[src/rtl/wishbone_to_l2_bridge.sv]
`default_nettype none
// ============================================================================
// Module   : wishbone_to_l2_bridge
// Purpose  : Wishbone classic slave -> single-word L2 requester, one beat in
//            flight. Optional read timeout enabled by macro WB_L2_TIMEOUT_EN.
// Revision : 1.0 - initial release
// ============================================================================
module wishbone_to_l2_bridge #(
    parameter int SUB_ID         = 0,
    parameter int TIMEOUT_CYCLES = 1024,
    parameter int L2_SUB_ID_W    = 2
) (
    input  logic                   clk,
    input  logic                   rst_n,
    input  logic [29:0]            wb_adr,
    input  logic [31:0]            wb_dat_w,
    input  logic [3:0]             wb_sel,
    input  logic                   wb_we,
    input  logic                   wb_cyc,
    input  logic                   wb_stb,
    input  logic [2:0]             wb_cti,
    input  logic [1:0]             wb_bte,
    output logic                   wb_ack,
    output logic                   wb_err,
    output logic [31:0]            wb_dat_r,
    output logic [29:0]            l2_addr,
    output logic [3:0]             l2_be,
    output logic                   l2_rnw,
    output logic                   l2_is_amo,
    output logic [4:0]             l2_amo_type_or_burst_size,
    output logic [L2_SUB_ID_W-1:0] l2_sub_id,
    output logic                   l2_request_push,
    input  logic                   l2_request_full,
    output logic [31:0]            l2_wr_data,
    output logic                   l2_wr_data_push,
    input  logic                   l2_data_full,
    input  logic [31:0]            l2_rd_data,
    input  logic                   l2_rd_data_valid,
    input  logic [L2_SUB_ID_W-1:0] l2_rd_sub_id,
    output logic                   l2_rd_data_ack
);

    typedef enum logic [2:0] {
        S_IDLE    = 3'd0,
        S_ISSUE   = 3'd1,
        S_WAIT_RD = 3'd2,
        S_RESP    = 3'd3,
        S_DRAIN   = 3'd4
    } state_t;

    localparam logic [L2_SUB_ID_W-1:0] C_SUB_ID = L2_SUB_ID_W'(SUB_ID);

    state_t      r_state;
    state_t      w_next;
    logic [29:0] r_adr;
    logic [31:0] r_dat_w;
    logic [3:0]  r_be;
    logic        r_we;
    logic [31:0] r_dat_r;
    logic        w_rd_match;
    logic        w_capture;
    logic        w_timeout;
    logic        w_unused;

    // Burst hints are meaningless here: every beat is a classic single word.
    assign w_unused = ^{wb_cti, wb_bte};

    assign w_rd_match = l2_rd_data_valid && (l2_rd_sub_id == C_SUB_ID);

    assign l2_addr                   = r_adr;
    assign l2_be                     = r_be;
    assign l2_rnw                    = ~r_we;
    assign l2_is_amo                 = 1'b0;
    assign l2_amo_type_or_burst_size = 5'd0;
    assign l2_sub_id                 = C_SUB_ID;
    assign l2_wr_data                = r_dat_w;
    assign wb_dat_r                  = r_dat_r;

    always_comb begin
        w_next          = r_state;
        l2_request_push = 1'b0;
        l2_wr_data_push = 1'b0;
        l2_rd_data_ack  = 1'b0;
        wb_ack          = 1'b0;
        w_capture       = 1'b0;
        case (r_state)
            S_IDLE: begin
                if (wb_cyc && wb_stb) begin
                    w_next = S_ISSUE;
                end
            end
            S_ISSUE: begin
                // Writes need room in both queues so request and data stay paired.
                if (!l2_request_full && (!r_we || !l2_data_full)) begin
                    l2_request_push = 1'b1;
                    l2_wr_data_push = r_we;
                    w_next          = r_we ? S_RESP : S_WAIT_RD;
                end
            end
            S_WAIT_RD: begin
                if (w_rd_match) begin
                    l2_rd_data_ack = 1'b1;
                    w_capture      = 1'b1;
                    w_next         = S_RESP;
                end else if (w_timeout || !wb_cyc) begin
                    w_next = S_DRAIN;
                end
            end
            S_RESP: begin
                wb_ack = wb_cyc;
                w_next = S_IDLE;
            end
            S_DRAIN: begin
                if (w_rd_match) begin
                    l2_rd_data_ack = 1'b1;
                    w_next         = S_IDLE;
                end
            end
            default: w_next = S_IDLE;
        endcase
    end

    always_ff @(posedge clk) begin
        if (!rst_n) begin
            r_state <= S_IDLE;
            r_adr   <= 30'd0;
            r_dat_w <= 32'd0;
            r_be    <= 4'd0;
            r_we    <= 1'b0;
            r_dat_r <= 32'd0;
        end else begin
            r_state <= w_next;
            if (r_state == S_IDLE && wb_cyc && wb_stb) begin
                r_adr   <= wb_adr;
                r_dat_w <= wb_dat_w;
                r_we    <= wb_we;
                r_be    <= wb_we ? wb_sel : 4'hF;
            end
            if (w_capture) begin
                r_dat_r <= l2_rd_data;
            end else if (w_timeout) begin
                r_dat_r <= 32'hDEADBEEF;
            end
        end
    end

`ifdef WB_L2_TIMEOUT_EN
    localparam int C_CNT_W = (TIMEOUT_CYCLES > 1) ? $clog2(TIMEOUT_CYCLES) : 1;

    logic [C_CNT_W-1:0] r_cnt;
    logic               r_err;

    assign w_timeout = (r_state == S_WAIT_RD) && !w_rd_match
                       && (r_cnt == C_CNT_W'(TIMEOUT_CYCLES - 1));
    assign wb_err    = r_err;

    always_ff @(posedge clk) begin
        if (!rst_n) begin
            r_cnt <= '0;
            r_err <= 1'b0;
        end else begin
            r_err <= w_timeout;
            if (r_state == S_WAIT_RD && w_next == S_WAIT_RD) begin
                r_cnt <= r_cnt + C_CNT_W'(1);
            end else begin
                r_cnt <= '0;
            end
        end
    end
`else
    localparam int C_UNUSED_TIMEOUT = TIMEOUT_CYCLES;

    assign w_timeout = 1'b0;
    assign wb_err    = 1'b0;
`endif

endmodule
`default_nettype wire
[config.mk]
export PLATFORM = sky130hd
export DESIGN_NAME = wishbone_to_l2_bridge
export DESIGN_NICKNAME = d
export VERILOG_FILES = /design/src/rtl/wishbone_to_l2_bridge.sv
export SDC_FILE = /design/constraint.sdc
export NUM_CORES = 1
export LEC_CHECK = 0
export ABC_AREA = 1
export CORE_MARGIN = 10
export CORE_UTILIZATION = 55
export CTS_BUF_LIST = sky130_fd_sc_hd__clkbuf_8 sky130_fd_sc_hd__clkbuf_16
export CTS_CLUSTER_DIAMETER = 60
export DETAILED_ROUTE_END_ITERATION = 10
export DONT_BUFFER_PORTS = 1
export PLACE_DENSITY = 0.81
export RECOVER_POWER = 50
export SYNTH_ARGS = -nofsm -noshare
export SYNTH_HDL_FRONTEND = slang
export SYNTH_SLANG_ARGS = --single-unit
export TNS_END_PERCENT = 1
[constraint.sdc]
create_clock -name clk -period 1.92 [get_ports clk]
set_input_delay 0.096 -clock clk [delete_from_list [all_inputs] [get_ports clk]]
set_output_delay 0.096 -clock clk [all_outputs]
set_load 0.005 [all_outputs]
* Word level (Yosys, flattened, before mapping)
Cells that the tools add are included.
** Word-level totals
- Latch bits :: 0
- Input bits :: 113
- Register bits :: 102
- Memories :: 0
- Memory bits (writable) :: 0
- Output and inout port bits :: 112
- ROM bits :: 0
- Logic and storage cells :: 44
** Operators by class
- Shifts and indexed selects :: 0
- Reductions and logical operators :: 13
- Order comparisons :: 0
- $add $sub $neg :: 0
- Div/mod/pow operators :: 0
- Muxes and demuxes :: 16
- Equal/unequal tests :: 8
- Multipliers :: 0
- Bitwise gates (word level) :: 1
** Operator list (number)
- $mux W3 :: 5
- $pmux W3 S4 :: 1
- $mux W1 :: 9
- $eq A3 B2 Y1 const B :: 2
- $ne A2 B2 Y1 const B :: 3
- $logic_and A1 B1 Y1 :: 5
- $mux W4 :: 1
- $reduce_and A4 Y1 :: 1
- $eq A3 B1 Y1 const B :: 1
- $eq A3 B3 Y1 const B :: 1
- $logic_not A1 Y1 :: 3
- $logic_not A3 Y1 :: 1
- $ne A3 B3 Y1 const B :: 1
- $logic_not A2 Y1 :: 1
- $reduce_or A2 Y1 :: 1
- $logic_or A1 B1 Y1 :: 1
- $not A1 Y1 :: 1

* Logic depth before layout (Yosys ltp)
Gate-level depths: netlist of run 1.
- Word-level depth :: 5
- Depth in mapped cells :: 7
- Mapped depth without buffers :: 7

* Worst setup path before layout of run 1
No wires, ideal clock.
- Kind :: reg2reg
- Start :: register r_state[2]
- End :: register r_dat_r[10] (netlist: wb_dat_r[10])
- Setup slack :: 0.722 ns
- Arrival time :: 1.083 ns
- Library setup time :: 0.116 ns
- Period minus slack after synthesis :: 1.198 ns
- Data required time :: 1.804 ns
- Cell stages (with the launch flop) :: 8
- Buffers on the path :: 1
- Path through :: dfxtp_1 nor2_1 nand2_2 nor2_4 inv_1 buf_2 nor2_1 nor2_1
** On the way
- Cells in the longest elaborated chain, start to end :: 2
** RTL lines
- start: declaration :: line 53 : state_t r_state;
- start signal: assignment :: line 132 : r_state <= w_next;
- $eq A3 B2 Y1 :: line 86 : case (r_state)
- $mux W1 :: line 86
- end signal: assignment :: line 140 : r_dat_r <= l2_rd_data;
- end: declaration :: line 59 : logic [31:0] r_dat_r;
Every way passes these cells.
A chain may end at the register's enable or synchronous reset.

* Worst setup path after layout of run 1
- Start :: register r_state[1]
- End :: register r_dat_w[1] (netlist: l2_wr_data[1])
** On the way
- Cells in the longest elaborated chain, start to end :: 3
** RTL lines
- $logic_not A3 Y1 :: line 133 : if (r_state == S_IDLE && wb_cyc && wb_stb) begin
- $logic_and A1 B1 Y1 (2 in series) :: line 133
- end signal: assignment :: line 135 : r_dat_w <= wb_dat_w;
- end: declaration :: line 56 : logic [31:0] r_dat_w;
Every way passes these cells.

==> impl_metrics.yaml, run 1 <==
run_status:
  status: "finished, final reports clean"
pwr:
  p_total_mw: 5.19
  cellPowerDensity_nw_per_um2: 1050
  cellLeakagePower_nw: 2.19
  peakVddDrop_uv: 696
min_path:
  worstHoldStart: "rst_n"
  hold_depth: 3
  whs_endpoint: "r_we"
  hold_class: "input pin to flip-flop"
synth:
  seq_area_frac_synth: 0.544
  synth_top_area_frac: 0.544
  synth.distinct_cells: 20
  synth_top_cell_by_area: "dfxtp_1"
  syn_inst: 489
  syn-cell-area_um2: 3750
  syn_avg_cell_area_um2: 7.68
  yosys_warnings: 0
  ys_ff_latch: 102
  synthTopCellsByArea: "dfxtp_1 54%, nor2_1 21%, o21ai_0 8.8%"
floorplan:
  num_io_pins: 225
  die_h_um: 103
  die_w_um: 103
  dieArea_um2: 10500
  rows: 30
  core_area_um2: 6720
  start_util: 0.559
cts:
  cts_hold_buf: 101
  cts_max_level: 3
  clock-root-buffer: "clkbuf_8"
  cts_buffer_depth: 2
  post_cts_resized: 0
  numCtsBuffers: 9
  cts.sinks: 102
  post-cts-setup-buffers: 0
  clock_latency_ns: 0.35
  clk_pin_slew_ns: 0.10
  cts_tree: "done"
drt:
  vias: 3646
  drt-initial-drc-count: 207
  antenna_left: 0
  vias_per_cell: 5.49
  wire_per_inst_um: 19.1
  drcViolationCount: 0
  drt_pre_antenna_iters: 5
  drt_wl_total_um: 12700
worst_setup_path:
  crit_path_max_fanout: 32
  r2r-end: "l2_wr_data[1]"
  rr_worst_depth: 6
  r2r-start: "r_state[1]"
  cp-end-kind: "flip-flop"
  cp.required_ns: 2.21
  r2r_slack_ns: 0.42
  worstSetupPathType: "flip-flop to flip-flop"
  start_kind: "flip-flop"
  worstPathArrival_ns: 1.78
global_route:
  grt_pass1_vias: 3626
  grt_pass1_wl_um: 19200
  antenna_found_initial: 1
  overflow: 0
  grt_max_degree: 103
  track_usage: 0.232
timing:
  slew_viol_final: 0
  setup_violations: 0
  fin_setup_tns_ns: 0
  fin_crit_sh: 0.779
  hold_violations: 0
  final.min_clock_period_ns: 1.50
  finClkSkew_ns: 0.0129
  fmax_mhz: 668
  timing.hold.ws_ns: 0.130
  rsz0062_at_grt: "no"
final_layout:
  fin_util: 0.733
  fin_nets: 690
  instances_no_fill: 664
  fill_cells: 454
  syn_to_final_growth_pct: 31.3
  drive_gt1_frac: 0.0515
placement:
  dp_cells: 545
  place.gp.congestion: 0.816
  port-buffer-count: 0
  dp_hpwl_um: 7560
run:
  cap_violations: 0
-- final cells by class --
type | instances | area, um^2 | area share
Inverter | 9 | 33.8 | 0.00686
Clock inverter | 6 | 51.3 | 0.0104
Antenna cell | 2 | 5.00 | 0.00102
Clock buffer | 10 | 138 | 0.0279
Sequential cell | 102 | 2040 | 0.414
Timing Repair Buffer | 108 | 1080 | 0.219
Multi-Input combinational cell | 347 | 1480 | 0.300
Tap cell | 80 | 100 | 0.0203
-- critical path: stages (launching register included) --
cell,delay [ns]
dfxtp_1,0.40
nor2_4,0.16
nand2_2,0.09
nor2_4,0.14
buf_4,0.34
o21ai_0,0.16
nor2_1,0.12
-- cells in the mapped netlist --
library cell	n
inv_1	8
nor2_4	3
dfxtp_1	102
nand3_1	8
nand4_1	1
o21ai_1	32
conb_1	1
nor3_1	1
nand3b_1	1
nor2_2	1
nand2_2	2
clkbuf_1	11
nand2_1	12
buf_2	15
buf_4	9
a21oi_1	5
buf_6	4
o21ai_0	66
inv_2	1
nor2_1	206
-- per-stage QoR --
step                cell area, um^2  setup WS (ns)
floorplan                      3780          0.722
finish                         4930          0.424
CTS                            4920          0.452
detailed placement             3710          0.495
global placement               3710          0.546
global route                   4920          0.314
-- how the worst max path moves through the flow --
| stage | startpoint | to | slack (ns) | depth (start not counted) |
|---|---|---|---|---|
| floorplan | r_state[2] | wb_dat_r[10] | 0.72 | 7 |
| global placement | r_state[1] | l2_be[3] | 0.55 | 7 |
| detailed placement | r_state[1] | l2_be[1] | 0.49 | 7 |
| CTS | r_state[1] | l2_wr_data_push | 0.45 | 2 |
| global route | r_state[1] | l2_be[0] | 0.31 | 7 |
| finish | r_state[1] | l2_wr_data[1] | 0.42 | 6 |
-- placed cells by master, fill, tap and decap left out, drive strengths merged --
master       count
nor2           210
dfxtp          102
dlygate4sd3    100
o21ai           98
nand2           14
inv             13
clkbuf          10
conb             9
nand3            8
buf              8
a21oi            5
diode            2
clkinv           2
nand3b           1
nor3             1
nand4            1
-- power breakdown --
| part | internal, mW | total [mW] | switching, mW | leakage [nW] |
|---|---|---|---|---|
| sequential | 2.44 | 2.75 | 0.307 | 0.832 |
| clock | 0.531 | 1.28 | 0.747 | 0.0996 |
| combinational | 0.460 | 1.16 | 0.705 | 1.26 |
| total | 3.43 | 5.19 | 1.76 | 2.19 |
-- cell families (layout without fill, tap and decap cells) --
| group | after synthesis | count (layout) | share of synthesized area |
|---|---|---|---|
| flip-flops | 102 | 102 | 0.544 |
| buffers and inverters | 48 | 133 | 0.0700 |
| other | 1 | 11 | 0.000999 |
| AO/OA/AOI/OAI | 103 | 103 | 0.137 |
| AND/OR/NAND/NOR | 235 | 235 | 0.248 |
-- state kept, by name (all words and copies together) (netlist names) --
signal and flops:
l2_addr 30, l2_be 4, l2_wr_data 32, r_state 3, r_we 1, wb_dat_r 32
-- layer usage --
layer / part of all wire / vias up / GRT usage / routed length, um
met5: 0 / - / 0 / 0
met4: 0.017 / 0 / 0.0727 / 221
met3: 0.15 / 23 / 0.130 / 1900
met2: 0.50 / 214 / 0.395 / 6290
met1: 0.34 / 1689 / 0.238 / 4240
li1: - / 1720 / - / -
Note: power is estimated with default switching activity, not from simulation.
==> run 2, diff against run 1 <==
==> constraint.sdc (replaced) <==
create_clock -name clk -period 1.5 [get_ports clk]
set_input_delay 0.075 -clock clk [delete_from_list [all_inputs] [get_ports clk]]
set_output_delay 0.075 -clock clk [all_outputs]
set_load 0.005 [all_outputs]
==> run 2 against run 1 <==
The run now ends with hold timing left. Total power up 28%. Sequential share of layout area grew 2.2 points. Clock power is 33% higher. Sequential power up 28%. Die area is the same. Count of clock-buffer cells in the layout down 1. Critical path type unchanged. Worst hold slack got worse by 0.27 ns. Worst setup slack lost 0.33 ns. Register-to-register slack lost 0.33 ns. Via count shrank 4.8%. Critical path depth stayed put. Combinational power increased by 25%.
==> impl_metrics.yaml, run 2 (synthesis gave the netlist of run 1 again) <==
run:
  cap_violations: 0
floorplan:
  die_h_um: 103
  core_area_um2: 6720
  start_util: 0.559
  rows: 30
  die_w_um: 103
  dieArea_um2: 10500
  num_io_pins: 225
pwr:
  p_total_mw: 6.66
  cellPowerDensity_nw_per_um2: 1420
  peakVddDrop_uv: 753
  cellLeakagePower_nw: 2.08
final_layout:
  fin_util: 0.697
  syn_to_final_growth_pct: 24.8
  drive_gt1_frac: 0.0577
  instances_no_fill: 636
  layout_common_cells: "206 x nor2_1, 101 x dfxtp_1, 73 x dlygate4sd3_1"
  fill_cells: 502
  fin_nets: 663
  final_common_cell: "nor2_1"
timing:
  fin_crit_sh: 0.939
  fmax_mhz: 710
  hold_violations: 101
  worst_slack_ns: 0.0918
  rsz0062_at_grt: "yes"
  setup_violations: 0
  slew_viol_final: 0
  finClkSkew_ns: 0.0158
  final.min_clock_period_ns: 1.41
  timing.hold.ws_ns: -0.138
worst_setup_path:
  crit_top_cell: "nor2_1"
  start_kind: "flip-flop"
  critical_path_buf_inv_count: 1
  cpLargestDelayFamily: "simple AND/OR/NAND/NOR gates"
  worstSetupPathType: "flip-flop to flip-flop"
  cp_slowest_cell: "dfxtp_1"
  cp.required_ns: 1.78
  worstPathArrival_ns: 1.69
  cp-end-kind: "flip-flop"
  max_stage_delay_ns: 0.37
  crit_path_max_fanout: 32
  worstPathCellList: "nor2_1, nand2_2, nor2_4, buf_4, o21ai_0, nor2_1"
run_status:
  status: "finished, violations left"
  violations: "hold timing"
placement:
  place.gp.congestion: 0.852
  port-buffer-count: 0
  dp_hpwl_um: 7810
  dp_cells: 546
  place_ws_ns: 0.0789
cts:
  cts.sinks: 102
  cts_tree: "done"
  cts_max_level: 3
  clock_latency_ns: 0.35
  numCtsBuffers: 9
  cts_buffer_depth: 2
  clock-root-buffer: "clkbuf_8"
  clk_pin_slew_ns: 0.10
drt:
  vias_per_cell: 5.46
  drt_pre_antenna_iters: 4
  wire_per_inst_um: 19.0
  drt_wl_total_um: 12100
  vias: 3472
  drcViolationCount: 0
  drt-initial-drc-count: 171
  antenna_left: 0
global_route:
  grt_max_degree: 103
  grt_pass1_wl_um: 16700
  antenna_found_initial: 1
  track_usage: 0.200
  grt_pass1_vias: 3254
  overflow: 0
min_path:
  hold_class: "input pin to flip-flop"
[run 2: cell types whose count changed in the layout (fill, tap and decap cells not counted), moves of 2 or more]
cell and change:
clkinvlp_4 +2, buf_4 -3, buf_6 +2, buf_12 +2, inv_6 -2, dlygate4sd3_1 -27
[run 2: timing repair]
item | CTS | global route
endpoints found under the setup margin | 0 | 12
endpoints found under the hold margin | 102 | 101
gates resized for setup | 0 | 4
setup buffers | 0 | 0
hold buffers | 42 | 31
[run 2: final timing paths]
path                       start        endpoint  slack, ns  cells past startpoint
hold / removal      wb_dat_w[14]  l2_wr_data[14]      -0.14                      2
hold reg to reg   l2_wr_data[18]  l2_wr_data[18]       0.54                      2
setup / recovery      r_state[2]    wb_dat_r[22]       0.09                      6
setup reg to reg      r_state[2]    wb_dat_r[22]       0.09                      6
[run 2: final cells by class]
cell class,count,area (um^2),share of cell area
Antenna cell,1,2.50,0.000534
Multi-Input combinational cell,347,1480,0.317
Clock inverter,7,73.8,0.0158
Tap cell,80,100,0.0214
Clock buffer,9,124,0.0264
Inverter,9,33.8,0.00721
Sequential cell,102,2040,0.436
Timing Repair Buffer,81,823,0.176
[run 2: report_power, final]
group          total (mW)  internal, mW  switching [mW]
logic                1.45         0.585           0.863
clock network        1.70         0.781           0.922
registers            3.51          3.13           0.383
total                6.66          4.49            2.17
[run 2: metrics by stage]
stage,area [um^2],TNS (ns)
finish,4680,0
global route,4680,-0.113
CTS,4360,0
detailed placement,3740,0
global placement,3740,0
floorplan,3780,0
[run 2: layer usage]
metal  part of all wire  up-vias  GRT usage
li1                   -     1657          -
met1               0.34     1572      0.192
met2               0.50      215      0.350
met3               0.14       28      0.109
met4              0.024        0     0.0813
met5                  0        -          0
==> run 3, diff against run 2 <==
--- a/config.mk
+++ b/config.mk
@@ -12,7 +12,7 @@
 export CTS_CLUSTER_DIAMETER = 60
 export DETAILED_ROUTE_END_ITERATION = 10
 export DONT_BUFFER_PORTS = 1
-export PLACE_DENSITY = 0.81
+export PLACE_DENSITY = 0.7
 export RECOVER_POWER = 50
 export SYNTH_ARGS = -nofsm -noshare
 export SYNTH_HDL_FRONTEND = slang
==> run 3 against run 2 <==
Combinational power is essentially flat. Highest routed layer unchanged. Sequential share of layout area grew 0.47 points. First-iteration DRC count fell by 17%. Critical endpoint is now l2_be[2]. Sequential power hardly changed. Clock power is essentially flat. Global-route usage up 0.50 points. The flow still finishes with violations (hold timing). Cell count down 0.79%. Clock skew fell by 0.0050 ns.
==> impl_metrics.yaml, run 3 (synthesis gave the netlist of run 1 again) <==
drt:
  drt-initial-drc-count: 142
  drt_pre_antenna_iters: 4
  antenna_left: 0
  vias: 3399
  vias_per_cell: 5.39
  wire_per_inst_um: 18.2
  drt_wl_total_um: 11500
  drcViolationCount: 0
worst_setup_path:
  cp.required_ns: 1.75
  worstSetupPathType: "flip-flop to flip-flop"
  r2r-start: "r_state[0]"
  r2r-end: "l2_be[2]"
  r2r_slack_ns: 0.12
  rr_worst_depth: 7
  cp-end-kind: "flip-flop"
  crit_path_max_fanout: 14
  start_kind: "flip-flop"
  worstPathArrival_ns: 1.62
floorplan:
  die_w_um: 103
  die_h_um: 103
  num_io_pins: 225
  core_area_um2: 6720
  rows: 30
  start_util: 0.559
  dieArea_um2: 10500
timing:
  finClkSkew_ns: 0.0107
  slew_viol_final: 0
  worst_slack_ns: 0.122
  hold_violations: 101
  final.min_clock_period_ns: 1.38
  fin_crit_sh: 0.919
  fmax_mhz: 725
  fin_setup_tns_ns: 0
  timing.hold.ws_ns: -0.138
  rsz0062_at_grt: "no"
  setup_violations: 0
min_path:
  whs_endpoint: "l2_addr[8]"
  hold_depth: 2
  worstHoldStart: "wb_adr[8]"
  hold_class: "input pin to flip-flop"
run:
  cap_violations: 0
global_route:
  grt_max_degree: 103
  grt_pass1_vias: 3356
  track_usage: 0.205
  overflow: 0
  grt_pass1_wl_um: 17300
  antenna_found_initial: 0
cts:
  cts_max_level: 3
  cts_tree: "done"
  cts.sinks: 102
  post-cts-setup-buffers: 0
  clock_latency_ns: 0.35
  clk_pin_slew_ns: 0.09
  numCtsBuffers: 9
  cts_buffer_depth: 2
  clock-root-buffer: "clkbuf_8"
run_status:
  violations: "hold timing"
  status: "finished, violations left"
final_layout:
  final_common_cell: "nor2_1"
  fin_nets: 660
  antenna_cells: 0
  syn_to_final_growth_pct: 23.4
  instances_no_fill: 631
  layout_common_cells: "206 x nor2_1, 102 x dfxtp_1, 68 x dlygate4sd3_1"
  fill_cells: 539
  drive_gt1_frac: 0.0563
pwr:
  peakVddDrop_uv: 875
  cellLeakagePower_nw: 2.06
  cellPowerDensity_nw_per_um2: 1430
placement:
  dp_cells: 548
  port-buffer-count: 0
  place.gp.congestion: 0.764
  dp_hpwl_um: 7650
  place_ws_ns: 0.128
## run 3: cell count changes in the layout (fill, tap and decap cells not counted), sizes merged
cell	before	now
buf	8	9
dlygate4sd3	73	68
diode	1	0
clkbuf	9	11
inv	12	10
## run 3: timing repair
item	CTS	global route
hold endpoints to repair	102	101
hold buffers	57	11
setup endpoints to repair	0	1
resized for setup	0	1
## run 3: how the worst max path moves through the flow
stage | from | end | slack, ns | cells past startpoint
after global routing | r_state[0] | l2_be[0] | 0.004 | 7
after CTS | r_state[2] | l2_wr_data_push | 0.08 | 3
final | r_state[0] | l2_be[2] | 0.12 | 7
after global placement | r_state[0] | l2_be[0] | 0.20 | 7
after floorplan | r_state[2] | wb_dat_r[10] | 0.30 | 7
after detailed placement | r_state[0] | l2_wr_data[1] | 0.13 | 6
## run 3: final cells by class
cell class / count / area [um^2] / share of cell area
Clock buffer: 10 / 138 / 0.0297
Sequential cell: 102 / 2040 / 0.441
Inverter: 9 / 33.8 / 0.00729
Timing Repair Buffer: 78 / 781 / 0.169
Clock inverter: 5 / 58.8 / 0.0127
Multi-Input combinational cell: 347 / 1480 / 0.319
Tap cell: 80 / 100 / 0.0216
## run 3: per-stage QoR
stage,power [mW],utilization,area (um^2)
2_1_floorplan,4.52,-,3780
3_3_place_gp,4.77,0.559,3750
3_5_place_dp,4.83,0.559,3750
4_1_cts,6.67,0.673,4520
5_1_grt,7.05,0.689,4630
6_report,6.64,0.689,4630
## run 3: report_power, final
group          internal [mW]  switching [mW]  total, mW
Clock                  0.812           0.908       1.72
Sequential              3.12           0.373       3.50
Combinational          0.573           0.852       1.43
## run 3: routing by layer
metal / GRT usage / vias up / share of wire
met5: 0 / - / 0
met3: 0.0845 / 12 / 0.12
li1: - / 1651 / -
met1: 0.205 / 1577 / 0.34
met4: 0.0792 / 0 / 0.012
met2: 0.371 / 159 / 0.53
## run 3: worst max-delay path, stage by stage (launching register included)
cell	delay, ns
dfxtp_1	0.37
nor2_4	0.16
nand2_2	0.09
nor2_4	0.14
buf_4	0.21
nand2_1	0.14
nor2_1	0.12
nor2_1	0.05
